## src/rtl/ooo_issue_window.sv

```systemverilog
// rtl/ooo_issue_window.sv - issue window with wakeup, oldest-ready select, in-order retire and branch flush
module ooo_issue_window #(
    parameter int DEPTH     = 8,
    parameter int IDX_W     = $clog2(DEPTH),
    parameter int PREG_W    = 6,
    parameter int NUM_WB    = 2,
    parameter int PAYLOAD_W = 96
) (
    input  logic                     clk,
    input  logic                     rst,
    input  logic                     disp_valid,
    output logic                     disp_ready,
    input  logic [PAYLOAD_W-1:0]     disp_payload,
    input  logic [2*PREG_W-1:0]      disp_src_preg,
    input  logic [1:0]               disp_src_rdy,
    input  logic                     disp_uses_rw,
    input  logic [PREG_W-1:0]        disp_rw_preg,
    output logic [IDX_W-1:0]         disp_tag,
    input  logic [NUM_WB-1:0]        wb_valid,
    input  logic [NUM_WB*PREG_W-1:0] wb_preg,
    output logic                     iss_valid,
    input  logic                     iss_ready,
    output logic [PAYLOAD_W-1:0]     iss_payload,
    output logic [IDX_W-1:0]         iss_tag,
    input  logic                     cmp_valid,
    input  logic [IDX_W-1:0]         cmp_tag,
    input  logic                     flush_valid,
    input  logic [IDX_W-1:0]         flush_tag,
    output logic                     ret_valid,
    output logic [IDX_W-1:0]         ret_tag,
    output logic                     ret_uses_rw,
    output logic [PREG_W-1:0]        ret_rw_preg,
    output logic [IDX_W:0]           count
);
    typedef enum logic [1:0] {ST_FREE, ST_WAIT, ST_ISSUED, ST_DONE} ent_state_t;

    localparam logic [IDX_W:0] FULL = (IDX_W+1)'(DEPTH);

    ent_state_t           st       [DEPTH];
    logic [PAYLOAD_W-1:0] pay      [DEPTH];
    logic [PREG_W-1:0]    src_preg [DEPTH][2];
    logic [1:0]           src_rdy  [DEPTH];
    logic                 uses_rw  [DEPTH];
    logic [PREG_W-1:0]    rw_preg  [DEPTH];
    logic [IDX_W-1:0]     head, tail;

    logic [IDX_W-1:0] sel, idx_c, rel, flush_off;
    logic             found, disp_fire, iss_fire, ret_fire, flush_ok;
    logic [1:0]       disp_rdy_eff;
    logic [1:0]       wake [DEPTH];
    logic [DEPTH-1:0] flushed;

    function automatic logic wb_hit(input logic [PREG_W-1:0] p,
                                    input logic [NUM_WB-1:0] v,
                                    input logic [NUM_WB*PREG_W-1:0] pr);
        logic hit;
        hit = 1'b0;
        for (int k = 0; k < NUM_WB; k++)
            if (v[k] && pr[k*PREG_W +: PREG_W] == p) hit = 1'b1;
        return hit;
    endfunction

    assign disp_ready  = !rst && (count < FULL) && !flush_valid;
    assign disp_fire   = disp_valid && disp_ready;
    assign disp_tag    = tail;
    assign flush_off   = flush_tag - head;
    assign flush_ok    = flush_valid && ({1'b0, flush_off} < count);
    assign ret_fire    = (count != '0) && (st[head] == ST_DONE);
    assign iss_valid   = found && !flush_valid && !rst;
    assign iss_tag     = sel;
    assign iss_payload = pay[sel];
    assign iss_fire    = iss_valid && iss_ready;

    // Scan from head so the first hit is the oldest ready entry.
    always_comb begin
        found = 1'b0;
        sel   = head;
        idx_c = head;
        for (int i = 0; i < DEPTH; i++) begin
            idx_c = head + IDX_W'(i);
            if (!found && st[idx_c] == ST_WAIT && (&src_rdy[idx_c])) begin
                found = 1'b1;
                sel   = idx_c;
            end
        end
    end

    always_comb begin
        rel     = '0;
        flushed = '0;
        for (int i = 0; i < DEPTH; i++) begin
            rel        = IDX_W'(i) - head;
            flushed[i] = flush_ok && (rel > flush_off) && ({1'b0, rel} < count);
            for (int s = 0; s < 2; s++)
                wake[i][s] = wb_hit(src_preg[i][s], wb_valid, wb_preg);
        end
        for (int s = 0; s < 2; s++)
            disp_rdy_eff[s] = disp_src_rdy[s] |
                              wb_hit(disp_src_preg[s*PREG_W +: PREG_W], wb_valid, wb_preg);
    end

    always_ff @(posedge clk) begin
        if (rst) begin
            head        <= '0;
            tail        <= '0;
            count       <= '0;
            ret_valid   <= 1'b0;
            ret_tag     <= '0;
            ret_uses_rw <= 1'b0;
            ret_rw_preg <= '0;
            for (int i = 0; i < DEPTH; i++) st[i] <= ST_FREE;
        end else begin
            ret_valid <= ret_fire;
            if (ret_fire) begin
                ret_tag     <= head;
                ret_uses_rw <= uses_rw[head];
                ret_rw_preg <= rw_preg[head];
                head        <= head + IDX_W'(1);
            end
            // Dispatch is blocked during a flush, so only retire adjusts the flushed count.
            if (flush_ok) begin
                tail  <= flush_tag + IDX_W'(1);
                count <= {1'b0, flush_off} + (IDX_W+1)'(1) - (IDX_W+1)'(ret_fire);
            end else begin
                tail  <= tail + IDX_W'(disp_fire);
                count <= count + (IDX_W+1)'(disp_fire) - (IDX_W+1)'(ret_fire);
            end
            for (int i = 0; i < DEPTH; i++) begin
                if (flushed[i] || (ret_fire && head == IDX_W'(i)))
                    st[i] <= ST_FREE;
                else if (disp_fire && tail == IDX_W'(i))
                    st[i] <= ST_WAIT;
                else if (iss_fire && sel == IDX_W'(i))
                    st[i] <= ST_ISSUED;
                else if (cmp_valid && cmp_tag == IDX_W'(i) && st[i] == ST_ISSUED)
                    st[i] <= ST_DONE;
            end
        end
    end

    always_ff @(posedge clk) begin
        for (int i = 0; i < DEPTH; i++) begin
            if (disp_fire && tail == IDX_W'(i)) begin
                pay[i]         <= disp_payload;
                src_preg[i][0] <= disp_src_preg[PREG_W-1:0];
                src_preg[i][1] <= disp_src_preg[2*PREG_W-1:PREG_W];
                src_rdy[i]     <= disp_rdy_eff;
                uses_rw[i]     <= disp_uses_rw;
                rw_preg[i]     <= disp_rw_preg;
            end else begin
                src_rdy[i] <= src_rdy[i] | wake[i];
            end
        end
    end
endmodule

```

## config.mk

```make
export PLATFORM = sky130hd
export DESIGN_NAME = ooo_issue_window
export DESIGN_NICKNAME = d
export VERILOG_FILES = /design/src/rtl/ooo_issue_window.sv
export SDC_FILE = /design/constraint.sdc
export NUM_CORES = 1
export LEC_CHECK = 0
export CAP_MARGIN = 5
export CORE_MARGIN = 2
export CORE_UTILIZATION = 45
export DETAILED_ROUTE_END_ITERATION = 7
export GPL_TIMING_DRIVEN = 1
export PLACE_DENSITY_LB_ADDON = 0.12
export SLEW_MARGIN = 40
export SYNTH_ARGS = -nofsm -noshare
export SYNTH_HDL_FRONTEND = slang
export SYNTH_SLANG_ARGS = --single-unit
export TNS_END_PERCENT = 1
```

## constraint.sdc

```tcl
create_clock -name clk -period 28.9 [get_ports clk]
set_input_delay 5.78 -clock clk [delete_from_list [all_inputs] [get_ports clk]]
set_output_delay 5.78 -clock clk [all_outputs]
set_load 0.1 [all_outputs]
```

==> flow_summary.yaml <==
timing:
  tightest_slew_ns: 0.827
  rsz0062_at_grt: "no"
  post-route-period-util: 0.452
  hold_violations: 0
  fin_skew_ns: 0.0466
  max_freq_mhz: 76.6
  finalSetupTns_ns: 0
  setup_violations: 0
  relSlewSlack: 0.448
  final-max-slew-violation-count: 0
  min_period_ns: 13.05
cells_and_area:
  regArea_um2: 28900
  final_nets: 2646
  syn_to_final_growth_pct: 17.4
  multi_input_area_um2: 11400
  fill_cells: 7137
  drive_above_1_share: 0.258
synth:
  synth_compound_area_frac: 0.0251
  postSynthCellCount: 2147
  ys_ff_latch: 976
  synth-simple-area-share: 0.0389
  yosysTopAreaCell: "edfxtp_1"
  yosysSeqAreaShare: 0.707
  async_flop_share: 0
  synth_warnings: 0
  synthMuxAreaShare: 0.149
  synth_top_family_by_area: "multiplexers"
  synth_area_per_cell_um2: 19.0
  synthAdderAreaFrac: 0.0154
  yosysUniqueCellTypes: 73
  synth_edf_count: 936
  synthFlopType: "edfxtp_1"
  syn_nets: 2339
  synthTopCellsByArea: "edfxtp_1, mux4_2, mux2_2, xnor2_1, xor2_1"
  post-synth-top-area-fraction: 0.688
  synth_xor_area_frac: 0.0486
  syn_area_um2: 40900
grt:
  grt_first_pass_wirelength_um: 143000
  antenna_found_initial: 12
  grt_util_all_layers: 0.205
  overflow: 0
  grt_max_degree: 110
  grt_pass1_vias: 22500
clock_network:
  cts_buffers: 103
  clk_transition_reported_paths_ns: 0.06
  clk_latency_ns: 0.66
  hold_buffers: 0
  clock_sinks: 976
  clockRootBuffer: "clkbuf_16"
  htreeDepth: 3
  cts_tree: "done"
  cts_buffer_depth: 3
  postCtsResizedCells: 0
  postCtsSetupRepairBufs: 0
route:
  drc: 0
  wl_um: 95100
  dr.first_iter.drc_count: 1594
  vias: 21200
  routedWlPerCell_um: 25.5
  first_pass_iters: 7
  ant_nets: 0
  avgViaCountPerCell: 5.69
run:
  drv_cap: 0
worst_setup_path:
  worst_setup_path_end_kind: "output port"
  crit_required_ns: 23.12
  cp-start-kind: "input port"
  cp_data_arrival_time_ns: 7.27
  crit_buf_inv: 3
  slowest_delay_ns: 0.45
  crit_fanout: 35
  crit_chain: "clkdlybuf4s50_1, buf_4, nor2_1, o31a_1, buf_2"
  cpMaxStageDelayCell: "buf_2"
  worstSetupPathType: "in2out"
  cp_top_family: "buffers and inverters"
die:
  num_rows: 110
  dieArea_um2: 93300
  pin_count: 262
  core_area_um2: 90000
  initial_utilization: 0.454
  die_w_um: 305
  die_y_um: 305
place:
  io_buffers: 261
  hpwl_um: 53900
  routabilityCongestion: 0.860
status:
  outcome: "complete, no violations"
worst_hold_path:
  hold_class: "reg2reg"
-- path summary, 6_finish.rpt --
| check | start | endpoint | slack [ns] | depth (start not counted) |
|---|---|---|---|---|
| setup / recovery | rst | iss_valid | 15.85 | 5 |
| hold / removal | ret_tag[2]$_SDFFE_PP0P_ | ret_tag[2]$_SDFFE_PP0P_ | 0.49 | 2 |
| setup reg to reg | head[0]$_SDFFE_PP0P_ | st[0][1]$_SDFFCE_PN0P_ | 23.45 | 13 |
| hold reg to reg | ret_tag[2]$_SDFFE_PP0P_ | ret_tag[2]$_SDFFE_PP0P_ | 0.49 | 2 |
-- metrics by stage --
step	hold WS [ns]	instance area [um^2]	util	instances	setup WS, ns
global route	0.523	48000	0.533	3719	15.77
floorplan	0.516	40900	-	2147	10.31
global placement	0.470	44900	0.498	3518	15.17
CTS	0.499	47900	0.533	3717	15.85
finish	0.489	48000	0.533	3721	15.85
detailed placement	0.485	44500	0.494	3524	15.85
-- layout make-up --
| cell class | count | area share |
|---|---|---|
| multi-input cells | 1037 | 0.238 |
| inverters | 30 | 0.00282 |
| diodes | 3 | 0.000156 |
| clock buffers | 122 | 0.0552 |
| repair buffers | 306 | 0.0534 |
| flip-flops and latches | 976 | 0.603 |
| well taps | 1176 | 0.0307 |
| clock inverters | 71 | 0.0174 |
-- layer usage --
| metal | vias up | global-route usage | part of all wire |
|---|---|---|---|
| li1 | 9344 | - | - |
| met1 | 11100 | 0.276 | 0.43 |
| met2 | 569 | 0.342 | 0.49 |
| met3 | 136 | 0.0437 | 0.062 |
| met4 | 16 | 0.0519 | 0.018 |
| met5 | - | 0 | 0.0012 |
-- flip-flops by register name, summed over array words and instances (netlist names), named ones only --
| name | cells |
|---|---|
| count | 4 |
| disp_tag | 3 |
| head | 3 |
| pay | 768 |
| ret_rw_preg | 6 |
| ret_tag | 3 |
| ret_uses_rw | 1 |
| ret_valid | 1 |
| rw_preg | 48 |
| src_preg | 96 |
| src_rdy | 16 |
| st | 16 |
| uses_rw | 8 |
-- worst reg2reg max path, delay by kind of cell, from the launching register on --
kind                       cells  cell delay [ns]
AOI/OAI and AO/OA              3             0.75
xor gates and xnor gates       1             0.51
adders and majority gates      1             0.69
buffers and inverters          4             1.26
DFF                            1             0.32
muxes                          2             0.94
and+or+nand+nor                2             0.70
-- layout by cell type, fill, tap and decap left out, types with 6 or more instances in the layout --
master | synthesis | routed
mux2i_1 | 13 | 13
mux4_2 | 216 | 216
bufinv_16 | 0 | 15
dfxtp_1 | 40 | 39
nand3_1 | 12 | 12
clkinv_1 | 0 | 22
inv_1 | 27 | 24
nor2_1 | 64 | 60
clkbuf_1 | 60 | 19
nor3_1 | 11 | 8
nand2_1 | 46 | 46
nand4b_1 | 12 | 12
a21oi_1 | 49 | 49
buf_4 | 1 | 25
buf_2 | 23 | 120
a311oi_1 | 11 | 11
o21ai_0 | 15 | 15
clkinv_2 | 0 | 19
ha_1 | 47 | 47
nand4_1 | 42 | 42
nor2b_1 | 16 | 16
o41ai_1 | 6 | 6
buf_12 | 0 | 6
nor4_1 | 49 | 49
xnor2_1 | 114 | 114
xor2_1 | 111 | 111
mux2_2 | 96 | 96
buf_6 | 13 | 8
nand2b_1 | 9 | 9
clkbuf_16 | 0 | 103
edfxtp_1 | 936 | 936
o22ai_1 | 6 | 6
clkdlybuf4s50_1 | 0 | 141
a21o_1 | 9 | 9
-- cell usage after synthesis (all sizes together) (4+ instances only) --
| master | number |
|---|---|
| a211oi | 4 |
| a21o | 9 |
| a21oi | 49 |
| a311oi | 11 |
| a32oi | 4 |
| and4b | 4 |
| buf | 44 |
| clkbuf | 60 |
| dfxtp | 40 |
| edfxtp | 936 |
| ha | 47 |
| inv | 30 |
| mux2 | 98 |
| mux2i | 13 |
| mux4 | 216 |
| nand2 | 46 |
| nand2b | 9 |
| nand3 | 13 |
| nand4 | 42 |
| nand4b | 12 |
| nor2 | 64 |
| nor2b | 16 |
| nor3 | 11 |
| nor4 | 49 |
| o21ai | 19 |
| o22ai | 6 |
| o41ai | 6 |
| or2 | 5 |
| or3b | 5 |
| xnor2 | 115 |
| xor2 | 111 |
-- logic make-up (layout without fill, tap and decap cells) --
kind of cell | count (synthesis) | in the layout
other cells | 0 | 3
mux | 327 | 327
flops | 976 | 976
simple gates | 289 | 289
buf+inv | 134 | 529
compound gates | 146 | 146
fa+ha+maj | 49 | 49
xor+xnor | 226 | 226
Power is not shown: default switching activity piles up to over one toggle a cycle in this logic, so the estimate is an artifact.
